**src/rtl/keyboard_ctrl.sv**
```systemverilog
// Board input front end: synchronises and debounces buttons/switches, steps the active
// function on change_button, and turns held direction buttons into auto-repeating pulses.
module keyboard_ctrl #(
  parameter int NUM_FUNCS       = 3,
  parameter int IDX_W           = 2,
  parameter int DEBOUNCE_CYCLES = 50000,
  parameter int REPEAT_DELAY    = 25000000,
  parameter int REPEAT_PERIOD   = 5000000
) (
  input  logic             clk,
  input  logic             reset,
  input  logic             East,
  input  logic             West,
  input  logic             North,
  input  logic             South,
  input  logic             SW0,
  input  logic             SW1,
  input  logic             SW2,
  input  logic             SW3,
  input  logic             change_button,
  output logic [IDX_W-1:0] func_index,
  output logic [3:0]       func1_instruction,
  output logic [3:0]       func2_instruction,
  output logic             sys_reset
);

  localparam int DB_W    = (DEBOUNCE_CYCLES > 1) ? $clog2(DEBOUNCE_CYCLES) : 1;
  localparam int RPT_MAX = (REPEAT_DELAY > REPEAT_PERIOD) ? REPEAT_DELAY : REPEAT_PERIOD;
  localparam int RPT_W   = $clog2(RPT_MAX);

  typedef enum logic [1:0] {RPT_IDLE, RPT_DELAY, RPT_REPEAT} rpt_state_t;

  // Bit map: 0 South, 1 North, 2 West, 3 East, 4..7 SW0..SW3, 8 change_button
  logic [8:0]      raw;
  logic [8:0]      sync1;
  logic [8:0]      sync2;
  logic [8:0]      stable;
  logic [8:0]      stable_d;
  logic [8:0]      rise;
  logic [DB_W-1:0] db_cnt [9];

  logic [3:0]      held;
  logic [3:0]      pulse;
  rpt_state_t      rpt_state [4];
  logic [RPT_W-1:0] rpt_cnt [4];
  logic            change_rise;
  logic            chg_q;

  assign raw         = {change_button, SW3, SW2, SW1, SW0, East, West, North, South};
  assign rise        = stable & ~stable_d;
  assign change_rise = rise[8];

  // A button counts as released in the same cycle its debounced level is about to drop.
  always_comb begin
    held = '0;
    for (int i = 0; i < 4; i++) begin
      held[i] = stable[i] &
                ~((sync2[i] != stable[i]) && (db_cnt[i] == DB_W'(DEBOUNCE_CYCLES - 1)));
    end
  end

  always_ff @(posedge clk or posedge reset) begin
    if (reset) begin
      sync1    <= '0;
      sync2    <= '0;
      stable   <= '0;
      stable_d <= '0;
      for (int i = 0; i < 9; i++) db_cnt[i] <= '0;
    end else begin
      sync1    <= raw;
      sync2    <= sync1;
      stable_d <= stable;
      for (int i = 0; i < 9; i++) begin
        if (sync2[i] == stable[i]) begin
          db_cnt[i] <= '0;
        end else if (db_cnt[i] == DB_W'(DEBOUNCE_CYCLES - 1)) begin
          stable[i] <= ~stable[i];
          db_cnt[i] <= '0;
        end else begin
          db_cnt[i] <= db_cnt[i] + DB_W'(1);
        end
      end
    end
  end

  always_ff @(posedge clk or posedge reset) begin
    if (reset) begin
      func_index <= '0;
      chg_q      <= 1'b0;
      sys_reset  <= 1'b0;
    end else begin
      chg_q     <= change_rise;
      sys_reset <= stable[4];
      if (change_rise) begin
        func_index <= (func_index == IDX_W'(NUM_FUNCS - 1)) ? '0 : func_index + IDX_W'(1);
      end
    end
  end

  // Repeat FSMs; a function change parks every FSM so held buttons need a fresh press.
  always_ff @(posedge clk or posedge reset) begin
    if (reset) begin
      pulse <= '0;
      for (int i = 0; i < 4; i++) begin
        rpt_state[i] <= RPT_IDLE;
        rpt_cnt[i]   <= '0;
      end
    end else begin
      for (int i = 0; i < 4; i++) begin
        pulse[i] <= 1'b0;
        if (change_rise || !held[i]) begin
          rpt_state[i] <= RPT_IDLE;
          rpt_cnt[i]   <= '0;
        end else begin
          case (rpt_state[i])
            RPT_IDLE: begin
              if (rise[i]) begin
                pulse[i]     <= 1'b1;
                rpt_state[i] <= RPT_DELAY;
                rpt_cnt[i]   <= '0;
              end
            end
            RPT_DELAY: begin
              if (rpt_cnt[i] == RPT_W'(REPEAT_DELAY - 1)) begin
                pulse[i]     <= 1'b1;
                rpt_state[i] <= RPT_REPEAT;
                rpt_cnt[i]   <= '0;
              end else begin
                rpt_cnt[i] <= rpt_cnt[i] + RPT_W'(1);
              end
            end
            RPT_REPEAT: begin
              if (rpt_cnt[i] == RPT_W'(REPEAT_PERIOD - 1)) begin
                pulse[i]   <= 1'b1;
                rpt_cnt[i] <= '0;
              end else begin
                rpt_cnt[i] <= rpt_cnt[i] + RPT_W'(1);
              end
            end
            default: begin
              rpt_state[i] <= RPT_IDLE;
              rpt_cnt[i]   <= '0;
            end
          endcase
        end
      end
    end
  end

  // chg_q blanks both nibbles for the cycle in which the new func_index first appears.
  assign func1_instruction = (!chg_q && func_index == IDX_W'(0)) ?
                             {stable[7], stable[6], stable[5], pulse[3]} : 4'b0000;
  assign func2_instruction = (!chg_q && func_index == IDX_W'(1)) ? pulse : 4'b0000;

endmodule

```
**config.mk**
```make
export PLATFORM = sky130hd
export DESIGN_NAME = keyboard_ctrl
export DESIGN_NICKNAME = d
export VERILOG_FILES = /design/src/rtl/keyboard_ctrl.sv
export SDC_FILE = /design/constraint.sdc
export NUM_CORES = 1
export LEC_CHECK = 0
export BUFFER_PORTS_ARGS = -buffer_cell sky130_fd_sc_hd__buf_4
export CAP_MARGIN = 20
export CORE_UTILIZATION = 34
export CTS_CLUSTER_DIAMETER = 150
export DETAILED_ROUTE_END_ITERATION = 8
export GPL_ROUTABILITY_DRIVEN = 0
export HOLD_SLACK_MARGIN = 0.06
export PLACE_DENSITY_LB_ADDON = 0.25
export SKIP_CTS_REPAIR_TIMING = 1
export SLEW_MARGIN = 40
export SYNTH_ARGS = -nofsm -noshare
export SYNTH_HDL_FRONTEND = slang
export SYNTH_SLANG_ARGS = --single-unit
```
**constraint.sdc**
```tcl
create_clock -name clk -period 10.6 [get_ports clk]
set_input_delay 1.59 -clock clk [delete_from_list [all_inputs] [get_ports clk]]
set_output_delay 1.59 -clock clk [all_outputs]
set_load 0.05 [all_outputs]
```
# Word-level counts from Yosys, hierarchy flattened
# Cells that the tools add are included.
word_totals:
  ram_bits: 0
  mem_bits_ro: 0
  mem_count: 0
  wordCells: 237
  latchBits: 0
  regBits: 296
  output_inout_bits: 11
  in_bits: 11
op_classes:
  div_mod_pow: 0
  mux: 77
  n_addsub: 14
  eq_ne: 52
  bitwise_logic: 28
  n_reduce_logical: 33
  multipliers: 0
  magnitude_cmp: 0
  shift: 0
ops:
  columns: ["operator", "n"]
  rows:
  - ["two-way mux 25 bit", 16]
  - ["one-hot mux 25 bit (3 select lines)", 4]
  - ["two-way mux 16 bit", 18]
  - ["adder 16 x 1 -> 16 bit, second input constant", 9]
  - ["equality test 16 bit, second input constant", 9]
  - ["adder 25 x 1 -> 25 bit, second input constant", 4]
  - ["equality test 25 x 23 -> 1 bit, second input constant", 4]
  - ["equality test 25 bit, second input constant", 4]
  - ["two-way mux 2 bit", 13]
  - ["!= test 3 bit, second input constant", 8]
  - ["one-hot mux 2 bit (3 select lines)", 4]
  - ["NOT 1 bit", 22]
  - ["AND reduction 2 bit", 9]
  - ["two-way mux 1 bit", 16]
  - ["one-hot mux 1 bit (3 select lines)", 4]
  - ["AND reduction 3 bit", 4]
  - ["equality test 2 x 1 -> 1 bit, second input constant", 5]
  - ["equality test 2 bit, second input constant", 5]
  - ["logical NOT 2 bit", 5]
  - ["AND 9 bit", 1]
  - ["equality test 1 bit", 9]
  - ["NOT 9 bit", 1]
  - ["two-way mux 4 bit", 2]
  - ["!= test 2 bit, second input constant", 4]
  - ["6 further kinds", 24]

# Logic depth before layout (Yosys ltp)
# Gate-level depths: netlist of run 1.
logic_depth:
  ltp_word: 8
  mapped_depth: 9
  ltp_nobuf: 7

# Worst setup path after synthesis of run 1
# Ideal clock, no wire load.
synth_timing:
  path_type: "reg-to-output"
  startpoint: "register func_index[0]"
  endpoint: "output func1_instruction[0]"
  t_required_ns: 9.010
  path_slack_ns: 7.253
  n_path_buf: 0
  stages_incl_launch_ff: 2
  arrival_ns: 1.757
  cell_sequence: "dfrtp_1 > nor3_1"
synth_via:
  elab_chain_len: 3
synth_rtl:
  columns: ["element", "line_no", "source"]
  rows:
  - ["from (decl)", "21", "output logic [IDX_W-1:0] func_index,"]
  - ["from (signal assigned)", "95", "func_index <= (func_index == IDX_W'(NUM_FUNCS - 1)) ? '0 : func_index + IDX_W'(1);"]
  - ["logical NOT 2 bit", "151", "assign func1_instruction = (!chg_q && func_index == IDX_W'(0)) ?"]
  - ["logical AND 1 bit", "151", null]
  - ["two-way mux 4 bit", "151", null]
  - ["to (decl)", "22", "output logic [3:0] func1_instruction,"]
# Every way passes these cells.

# Final worst setup path of run 1
layout_timing:
  startpoint: "register func_index[1]"
  endpoint: "output func2_instruction[0]"
layout_via:
  elab_chain_len: 3
layout_rtl:
  columns: ["element", "line_no", "source"]
  rows:
  - ["equality test 2 x 1 -> 1 bit", "153", "assign func2_instruction = (!chg_q && func_index == IDX_W'(1)) ? pulse : 4'b0000;"]
  - ["logical AND 1 bit", "153", null]
  - ["two-way mux 4 bit", "153", null]
  - ["to (decl)", "23", "output logic [3:0] func2_instruction,"]
# Every way passes these cells.

==> metrics.txt, run 1 <==
# TYPE chip_impl_metric gauge
chip_impl_info{name="outcome",value="finished, final reports clean"} 1
chip_impl_metric{name="finalSetupTns",unit="ns"} 0
chip_impl_metric{name="ys_ff_latch",unit=""} 292
chip_impl_metric{name="number_of_vias_after_detailed_routing",unit=""} 10891
chip_impl_metric{name="final_util",unit="%"} 39.5
chip_impl_info{name="min-delay-path-class",value="register to register"} 1
chip_impl_metric{name="post_route_total_power",unit="W"} 0.00247
chip_impl_metric{name="max-cap-violations",unit=""} 0
chip_impl_metric{name="ys_async_sr_fraction",unit="%"} 100
chip_impl_metric{name="drt-vias-per-instance",unit=""} 5.19
chip_impl_metric{name="part_of_the_yosys_area_used_for_sequential_elements",unit="%"} 50.0
chip_impl_metric{name="route.final.wire_length",unit="um"} 29400
chip_impl_info{name="endpoint_kind",value="output port"} 1
chip_impl_metric{name="drc",unit=""} 0
chip_impl_metric{name="post_synth_instance_area",unit="um^2"} 14600
chip_impl_info{name="synth.top_cells.by_area",value="sky130_fd_sc_hd__dfrtp_1 (50%), sky130_fd_sc_hd__nor2_1 (5.8%), sky130_fd_sc_hd__xor2_1 (5.3%)"} 1
chip_impl_metric{name="grt_remaining_overflow",unit=""} 0
chip_impl_metric{name="report.final.slew_viol_count",unit=""} 0
chip_impl_metric{name="timing.critical_path.slowest_cell_delay",unit="ns"} 0.42
chip_impl_metric{name="worst_pin_slew",unit="ns"} 0.764
chip_impl_metric{name="power_density",unit="nW/um^2"} 148
chip_impl_info{name="yosys-top-cells-count",value="sky130_fd_sc_hd__dfrtp_1 (292), sky130_fd_sc_hd__nor2_1 (224), sky130_fd_sc_hd__nand2_1 (146)"} 1
chip_impl_metric{name="remaining_antenna_violation_count",unit=""} 0
chip_impl_metric{name="die_height",unit="um"} 209
chip_impl_metric{name="fin_hold_ws",unit="ns"} 0.347
chip_impl_metric{name="port-buffer-count",unit=""} 21
chip_impl_metric{name="floorplan.initialDensity",unit="%"} 34.7
chip_impl_metric{name="post_drt_wl_per_cell",unit="um"} 14.0
chip_impl_metric{name="design.final.nets",unit=""} 1577
chip_impl_metric{name="rows",unit=""} 75
chip_impl_metric{name="dr.first_iter.drc_count",unit=""} 602
chip_impl_metric{name="power.leakage",unit="nW"} 6.90
chip_impl_metric{name="design.portCount",unit=""} 22
chip_impl_metric{name="grt_pass1_vias",unit=""} 10682
chip_impl_metric{name="setup-violations-final",unit=""} 0
chip_impl_metric{name="grt_start_max_net_pins",unit=""} 131
chip_impl_metric{name="cts_inserted_buffers",unit=""} 34
chip_impl_metric{name="antenna-diode-count",unit=""} 0
chip_impl_metric{name="die-width",unit="um"} 209
chip_impl_metric{name="count_of_endpoints_failing_hold_in_the_final_timing_report",unit=""} 0
chip_impl_info{name="crit_chain",value="nand2b_1 -> nor2_1 -> and2_1 -> buf_4"} 1
chip_impl_metric{name="crit_fanout",unit=""} 6
chip_impl_metric{name="clkSinkCount",unit=""} 292
chip_impl_metric{name="drt_pass1_iterations",unit=""} 5
chip_impl_metric{name="syn-instance-count",unit=""} 1510
chip_impl_metric{name="cts.reportedPaths.clkPinSlew",unit="ns"} 0.06
chip_impl_metric{name="timing.fmax",unit="MHz"} 279
chip_impl_metric{name="core_area",unit="um^2"} 42100
chip_impl_info{name="critical_path.startpoint_type",value="register"} 1
chip_impl_metric{name="worst-endpoint-required",unit="ns"} 9.01
chip_impl_metric{name="finalClockSkew",unit="ns"} 0.0244
chip_impl_metric{name="max-clock-path-buffers",unit=""} 3
chip_impl_metric{name="vdd_drop_max",unit="mV"} 0.0834
chip_impl_metric{name="post_route_cells_drive_above_1_share",unit="%"} 8.08
chip_impl_info{name="synth_ff_type",value="sky130_fd_sc_hd__dfrtp_1"} 1
chip_impl_metric{name="postSynthNetCount",unit=""} 1554
chip_impl_info{name="worst_path_max_delay_cell",value="sky130_fd_sc_hd__dfrtp_1"} 1
chip_impl_metric{name="track_usage",unit="%"} 13.8
chip_impl_info{name="grt_setup_unrepaired",value="no"} 1
chip_impl_metric{name="netlist.area_leader.share",unit="%"} 50.0
chip_impl_metric{name="synthDistinctLibCells",unit=""} 65
chip_impl_info{name="tritoncts",value="yes"} 1
chip_impl_metric{name="hpwlAfterDp",unit="um"} 19100
chip_impl_info{name="yosys.cell_count.top_type",value="sky130_fd_sc_hd__dfrtp_1"} 1
chip_impl_metric{name="fp.dieArea",unit="um^2"} 43800
chip_impl_metric{name="postSynthAreaPerCell",unit="um^2"} 9.67
chip_impl_metric{name="grt_first_pass_wirelength",unit="um"} 51600
chip_impl_metric{name="h-tree-depth",unit=""} 2
chip_impl_info{name="yosysTopAreaCell",value="sky130_fd_sc_hd__dfrtp_1"} 1
chip_impl_metric{name="post-route-period-util",unit="%"} 33.8
chip_impl_metric{name="area.growth.synth_to_final",unit="%"} 13.9
chip_impl_metric{name="yosys_synthesis_warning_count",unit=""} 0
chip_impl_metric{name="slew_headroom",unit="%"} 49.0
chip_impl_metric{name="synth_enable_flop_cells",unit=""} 0
chip_impl_metric{name="critical_path_arrival",unit="ns"} 1.99
chip_impl_metric{name="clkLatencyLatePin",unit="ns"} 0.53
chip_impl_metric{name="final.min_clock_period",unit="ns"} 3.58
chip_impl_info{name="cts_root_buf",value="sky130_fd_sc_hd__clkbuf_16"} 1
chip_impl_metric{name="initial_antenna_violation_count",unit=""} 0
chip_impl_info{name="timing.setup.critical_path_class",value="register to output port"} 1
## through the flow
stage	instance area [um^2]	instances	worst slack, ns
2_1_floorplan	14600	1510	0.948
3_3_place_gp	15300	2035	7.25
4_1_cts	16600	2098	6.84
5_1_grt	16600	2098	6.82
3_5_place_dp	15400	2036	7.21
6_report	16600	2098	7.02
## layout by cell type (no fill, tap or decap), types with 7 or more instances in the layout
cell,n
sky130_fd_sc_hd__inv_1,38
sky130_fd_sc_hd__nand3_1,117
sky130_fd_sc_hd__or4_1,8
sky130_fd_sc_hd__bufinv_16,7
sky130_fd_sc_hd__mux2_2,9
sky130_fd_sc_hd__clkbuf_16,34
sky130_fd_sc_hd__and2_1,27
sky130_fd_sc_hd__nor2_1,223
sky130_fd_sc_hd__nand4_1,46
sky130_fd_sc_hd__a31oi_1,16
sky130_fd_sc_hd__xor2_1,88
sky130_fd_sc_hd__nor4_1,13
sky130_fd_sc_hd__nand2_1,146
sky130_fd_sc_hd__o21ai_0,25
sky130_fd_sc_hd__or3_1,11
sky130_fd_sc_hd__nand4b_1,8
sky130_fd_sc_hd__a22o_1,7
sky130_fd_sc_hd__or2_2,10
sky130_fd_sc_hd__and3_1,60
sky130_fd_sc_hd__o31ai_1,18
sky130_fd_sc_hd__xnor2_1,75
sky130_fd_sc_hd__nand3b_1,8
sky130_fd_sc_hd__a21oi_1,16
sky130_fd_sc_hd__dfrtp_1,292
sky130_fd_sc_hd__ha_1,33
sky130_fd_sc_hd__buf_4,27
sky130_fd_sc_hd__o211ai_1,9
sky130_fd_sc_hd__and4_1,8
sky130_fd_sc_hd__nor4bb_1,7
sky130_fd_sc_hd__nor3_1,50
sky130_fd_sc_hd__o311ai_0,20
sky130_fd_sc_hd__nor4b_1,10
## logic make-up (layout without fill, tap and decap cells)
group | after synthesis | count (layout) | synth area share [%]
buffers and inverters | 81 | 130 | 2.22
XOR/XNOR | 163 | 163 | 9.77
multiplexers | 11 | 11 | 0.831
AND/OR/NAND/NOR | 783 | 783 | 27.0
AO/OA/AOI/OAI | 147 | 147 | 7.28
flip-flops | 292 | 292 | 50.0
adder cells (fa/ha/maj) | 33 | 33 | 2.83
## critical path, delay by kind of cell, from the launching register on
kind,cells,cell delay [ns]
buffers and inverters,1,0.22
DFF,1,0.42
and+or+nand+nor,3,0.82
## layout make-up
class,count,area (um^2)
fillers,4071,25500
repair buffers,29,250
clock inverters,18,292
inverters,39,159
flip-flops and latches,292,7310
clock buffers,44,948
well taps,539,674
multi-input cells,1137,7010
## report_power, final
group / internal, W / switching [W]
combinational: 0.0000130 / 0.0000356
sequential: 0.00113 / 0.00000927
clock: 0.000808 / 0.000476
total: 0.00195 / 0.000521
## per-layer routing
layer,global-route usage (%),share of wire [%]
met5,0,0
met4,4.03,2.1
met3,2.54,3.9
met2,21.9,45
met1,19.2,49
## registers in the layout (all words and copies together), names as in the netlist
register and cells:
stable_d 6, rpt_state 8, rpt_cnt 100, stable 9, db_cnt 144, sync1 9
pulse 4, chg_q 1, sync2 9, func_index 2
## worst paths after layout
check,to,slack (ns),cells past startpoint,from
max in group asynchronous,rpt_cnt[72],8.07,4,reset
hold / removal,sync2[5],0.35,0,sync1[5]
setup reg to reg,rpt_cnt[54],7.45,7,rpt_cnt[67]
setup / recovery,func2_instruction[0],7.02,4,func_index[1]
hold reg to reg,sync2[5],0.35,0,sync1[5]
min in group asynchronous,sync1[5],1.13,2,reset
(Power assumes the default switching activity.)
==> run 2: changes to the inputs <==
ABC_AREA = 1   (was default)
clock period = 3.3 ns   (was 10.6 ns; I/O delays follow)
==> metrics.txt, run 2 <==
# TYPE chip_impl_metric gauge
chip_impl_metric{name="ys_async_sr_fraction",unit="%"} 100
chip_impl_metric{name="post-route-period-util",unit="%"} 75.0
chip_impl_info{name="biggestRegsByFlops",value="db_cnt (144), rpt_cnt (100)"} 1
chip_impl_metric{name="initial_antenna_violation_count",unit=""} 0
chip_impl_metric{name="max-clock-path-buffers",unit=""} 3
chip_impl_metric{name="post_route_total_power",unit="W"} 0.00782
chip_impl_metric{name="power_density",unit="nW/um^2"} 421
chip_impl_metric{name="vdd_drop_max",unit="mV"} 0.382
chip_impl_metric{name="finalWorstSetupSlack",unit="ns"} 0.825
chip_impl_info{name="tritoncts",value="yes"} 1
chip_impl_metric{name="worst_pin_slew",unit="ns"} 0.669
chip_impl_info{name="top_register",value="db_cnt"} 1
chip_impl_info{name="timing.setup.critical_path_class",value="register to register"} 1
chip_impl_metric{name="drt-vias-per-instance",unit=""} 4.69
chip_impl_metric{name="antenna-diode-count",unit=""} 0
chip_impl_metric{name="hpwlAfterDp",unit="um"} 24500
chip_impl_metric{name="part_of_the_yosys_area_used_for_sequential_elements",unit="%"} 44.4
chip_impl_metric{name="yosys_synthesis_warning_count",unit=""} 0
chip_impl_metric{name="design.final.nets",unit=""} 2267
chip_impl_info{name="timing.critical_path.max_delay_family",value="simple AND/OR/NAND/NOR gates"} 1
chip_impl_metric{name="dr.first_iter.drc_count",unit=""} 717
chip_impl_metric{name="port-buffer-count",unit=""} 21
chip_impl_metric{name="floorplan.initialDensity",unit="%"} 34.5
chip_impl_info{name="min-delay-path-class",value="input pin to register"} 1
chip_impl_metric{name="grt_first_pass_wirelength",unit="um"} 60600
chip_impl_metric{name="grt_remaining_overflow",unit=""} 0
chip_impl_metric{name="drc",unit=""} 0
chip_impl_metric{name="count_of_endpoints_failing_hold_in_the_final_timing_report",unit=""} 0
chip_impl_metric{name="nFillCells",unit=""} 4827
chip_impl_metric{name="post_synth_instance_area",unit="um^2"} 16500
chip_impl_metric{name="rows",unit=""} 80
chip_impl_metric{name="final_design_area_no_fill",unit="um^2"} 18600
chip_impl_info{name="yosys-top-cells-count",value="sky130_fd_sc_hd__nand2_1 (468), sky130_fd_sc_hd__nor2_1 (342), sky130_fd_sc_hd__inv_1 (329)"} 1
chip_impl_info{name="critical_path.startpoint_type",value="register"} 1
chip_impl_metric{name="path_buf_inv",unit=""} 3
chip_impl_metric{name="cts.reportedPaths.clkPinSlew",unit="ns"} 0.05
chip_impl_metric{name="h-tree-depth",unit=""} 2
chip_impl_metric{name="postSynthNetCount",unit=""} 2214
chip_impl_metric{name="grt_start_max_net_pins",unit=""} 113
chip_impl_info{name="layout_commonest_cell",value="sky130_fd_sc_hd__nand2_1"} 1
chip_impl_metric{name="post_drt_wl_per_cell",unit="um"} 12.0
chip_impl_metric{name="worst-endpoint-required",unit="ns"} 3.70
chip_impl_metric{name="postSynthAreaPerCell",unit="um^2"} 7.58
chip_impl_metric{name="final.min_clock_period",unit="ns"} 2.48
chip_impl_metric{name="power.leakage",unit="nW"} 8.28
chip_impl_metric{name="syn-instance-count",unit=""} 2170
chip_impl_metric{name="area.growth.synth_to_final",unit="%"} 12.8
chip_impl_info{name="synth.top_cells.by_area",value="sky130_fd_sc_hd__dfrtp_1 (44%), sky130_fd_sc_hd__nand2_1 (11%), sky130_fd_sc_hd__nor2_1 (7.8%)"} 1
chip_impl_metric{name="synth_enable_flop_cells",unit=""} 0
chip_impl_metric{name="clkSinkCount",unit=""} 292
chip_impl_metric{name="netlist.area_leader.share",unit="%"} 44.4
chip_impl_info{name="cts_root_buf",value="sky130_fd_sc_hd__clkbuf_16"} 1
chip_impl_info{name="outcome",value="finished, final reports clean"} 1
chip_impl_metric{name="remaining_antenna_violation_count",unit=""} 0
chip_impl_info{name="synth_ff_type",value="sky130_fd_sc_hd__dfrtp_1"} 1
chip_impl_metric{name="drt_pass1_iterations",unit=""} 5
chip_impl_metric{name="core_area",unit="um^2"} 47700
chip_impl_metric{name="critical_path_arrival",unit="ns"} 2.87
chip_impl_metric{name="max-cap-violations",unit=""} 0
chip_impl_metric{name="post_route_cells_drive_above_1_share",unit="%"} 8.64
chip_impl_info{name="endpoint_kind",value="register"} 1
chip_impl_metric{name="slew_headroom",unit="%"} 55.4
chip_impl_metric{name="cts_inserted_buffers",unit=""} 36
chip_impl_metric{name="crit_fanout",unit=""} 45
chip_impl_info{name="yosys.cell_count.top_type",value="sky130_fd_sc_hd__nand2_1"} 1
chip_impl_metric{name="synthDistinctLibCells",unit=""} 51
chip_impl_metric{name="finalClockSkew",unit="ns"} 0.0399
chip_impl_metric{name="timing.critical_path.slowest_cell_delay",unit="ns"} 0.41
chip_impl_info{name="commonest_cells_after_routing_fill_and_taps_aside",value="sky130_fd_sc_hd__nand2_1 (468), sky130_fd_sc_hd__nor2_1 (342), sky130_fd_sc_hd__inv_1 (328), sky130_fd_sc_hd__dfrtp_1 (292), sky130_fd_sc_hd__nand3_1 (156)"} 1
chip_impl_info{name="crit_chain",value="ha_1 -> nand2_1 -> nor2_2 -> inv_1 -> nor2_2 -> nand3_2 -> nand4_4 -> buf_4 -> nand2_1 -> inv_1 -> nor2_1"} 1
chip_impl_metric{name="timing.fmax",unit="MHz"} 404
chip_impl_metric{name="largest_reg_flops",unit=""} 144
chip_impl_metric{name="ys_ff_latch",unit=""} 292
chip_impl_info{name="yosysTopAreaCell",value="sky130_fd_sc_hd__dfrtp_1"} 1
chip_impl_metric{name="fp.dieArea",unit="um^2"} 49300
chip_impl_metric{name="route.final.wire_length",unit="um"} 34500
chip_impl_info{name="grt_setup_unrepaired",value="no"} 1
chip_impl_metric{name="clkLatencyLatePin",unit="ns"} 0.55
chip_impl_metric{name="track_usage",unit="%"} 14.5
chip_impl_metric{name="fin_hold_ws",unit="ns"} 0.0940
chip_impl_info{name="worst_path_max_delay_cell",value="sky130_fd_sc_hd__nand2_1"} 1
chip_impl_metric{name="report.final.slew_viol_count",unit=""} 0
chip_impl_metric{name="placed_area",unit="um^2"} 17300
chip_impl_metric{name="design.portCount",unit=""} 22
chip_impl_metric{name="number_of_vias_after_detailed_routing",unit=""} 13424
chip_impl_metric{name="die_height",unit="um"} 222
chip_impl_metric{name="die-width",unit="um"} 222
chip_impl_metric{name="dpl_worst_slack",unit="ns"} 0.782
chip_impl_metric{name="setup-violations-final",unit=""} 0
chip_impl_metric{name="grt_pass1_vias",unit=""} 13000
run 2: cell types whose count changed after synthesis, moves of 22 or more:
cell	change
sky130_fd_sc_hd__o21ai_0	+33
sky130_fd_sc_hd__clkbuf_1	-35
sky130_fd_sc_hd__inv_1	+290
sky130_fd_sc_hd__a21oi_1	+59
sky130_fd_sc_hd__xnor2_1	-68
sky130_fd_sc_hd__nand2_1	+322
sky130_fd_sc_hd__and3_1	-55
sky130_fd_sc_hd__nor2_1	+118
sky130_fd_sc_hd__nor3_1	+22
sky130_fd_sc_hd__nor2_2	+23
sky130_fd_sc_hd__nand3_1	+39
sky130_fd_sc_hd__and2_1	-26
run 2: layout make-up:
cell class / instances / area [um^2] / area share (%)
clock buffer: 51 / 1050 / 5.64
multi-input combinational: 1515 / 7670 / 41.4
clock inverter: 10 / 145 / 0.782
tap: 615 / 769 / 4.15
inverter: 343 / 1300 / 7.01
timing repair buffer: 35 / 312 / 1.68
sequential: 292 / 7310 / 39.4
run 2: cells by family (layout without fill, tap and decap cells):
kind of cell	after synthesis	count (layout)	synth area share, %
flops	292	292	44.4
xor+xnor	74	74	3.94
compound gates	170	170	5.62
mux	6	6	0.411
simple gates	1232	1232	34.2
buf+inv	363	439	8.96
fa+ha+maj	33	33	2.51
run 2: metal layers:
metal,global-route usage (%),part of all wire (%),up-vias
li1,-,-,7024
met1,19.0,49,6201
met2,24.3,46,153
met3,2.77,3.5,46
met4,4.30,2.1,0
met5,0,0,-
run 2: per-stage QoR:
step | TNS (ns) | utilization [%] | instances
2_1_floorplan | -312.49 | - | 2170
3_3_place_gp | 0 | 36.2 | 2792
3_5_place_dp | 0 | 36.2 | 2792
4_1_cts | 0 | 38.7 | 2853
5_1_grt | 0 | 38.9 | 2861
6_report | 0 | 38.9 | 2861
run 2: final timing paths:
path / start / slack [ns] / endpoint / depth (start not counted)
max: db_cnt[96] / 0.82 / rpt_cnt[38] / 11
min: East / 0.09 / sync1[3] / 1
max reg2reg: db_cnt[96] / 0.82 / rpt_cnt[38] / 11
min reg2reg: sync1[4] / 0.35 / sync2[4] / 0
max in group asynchronous: reset / 1.98 / sync1[2] / 4
min in group asynchronous: reset / 0.42 / db_cnt[135] / 3
run 2: where the power goes:
| group | leakage (nW) | switching, W | internal [W] | total, W |
|---|---|---|---|---|
| clock | 0.581 | 0.00154 | 0.00244 | 0.00398 |
| combinational | 3.68 | 0.000135 | 0.0000560 | 0.000191 |
| sequential | 4.02 | 0.0000248 | 0.00362 | 0.00364 |
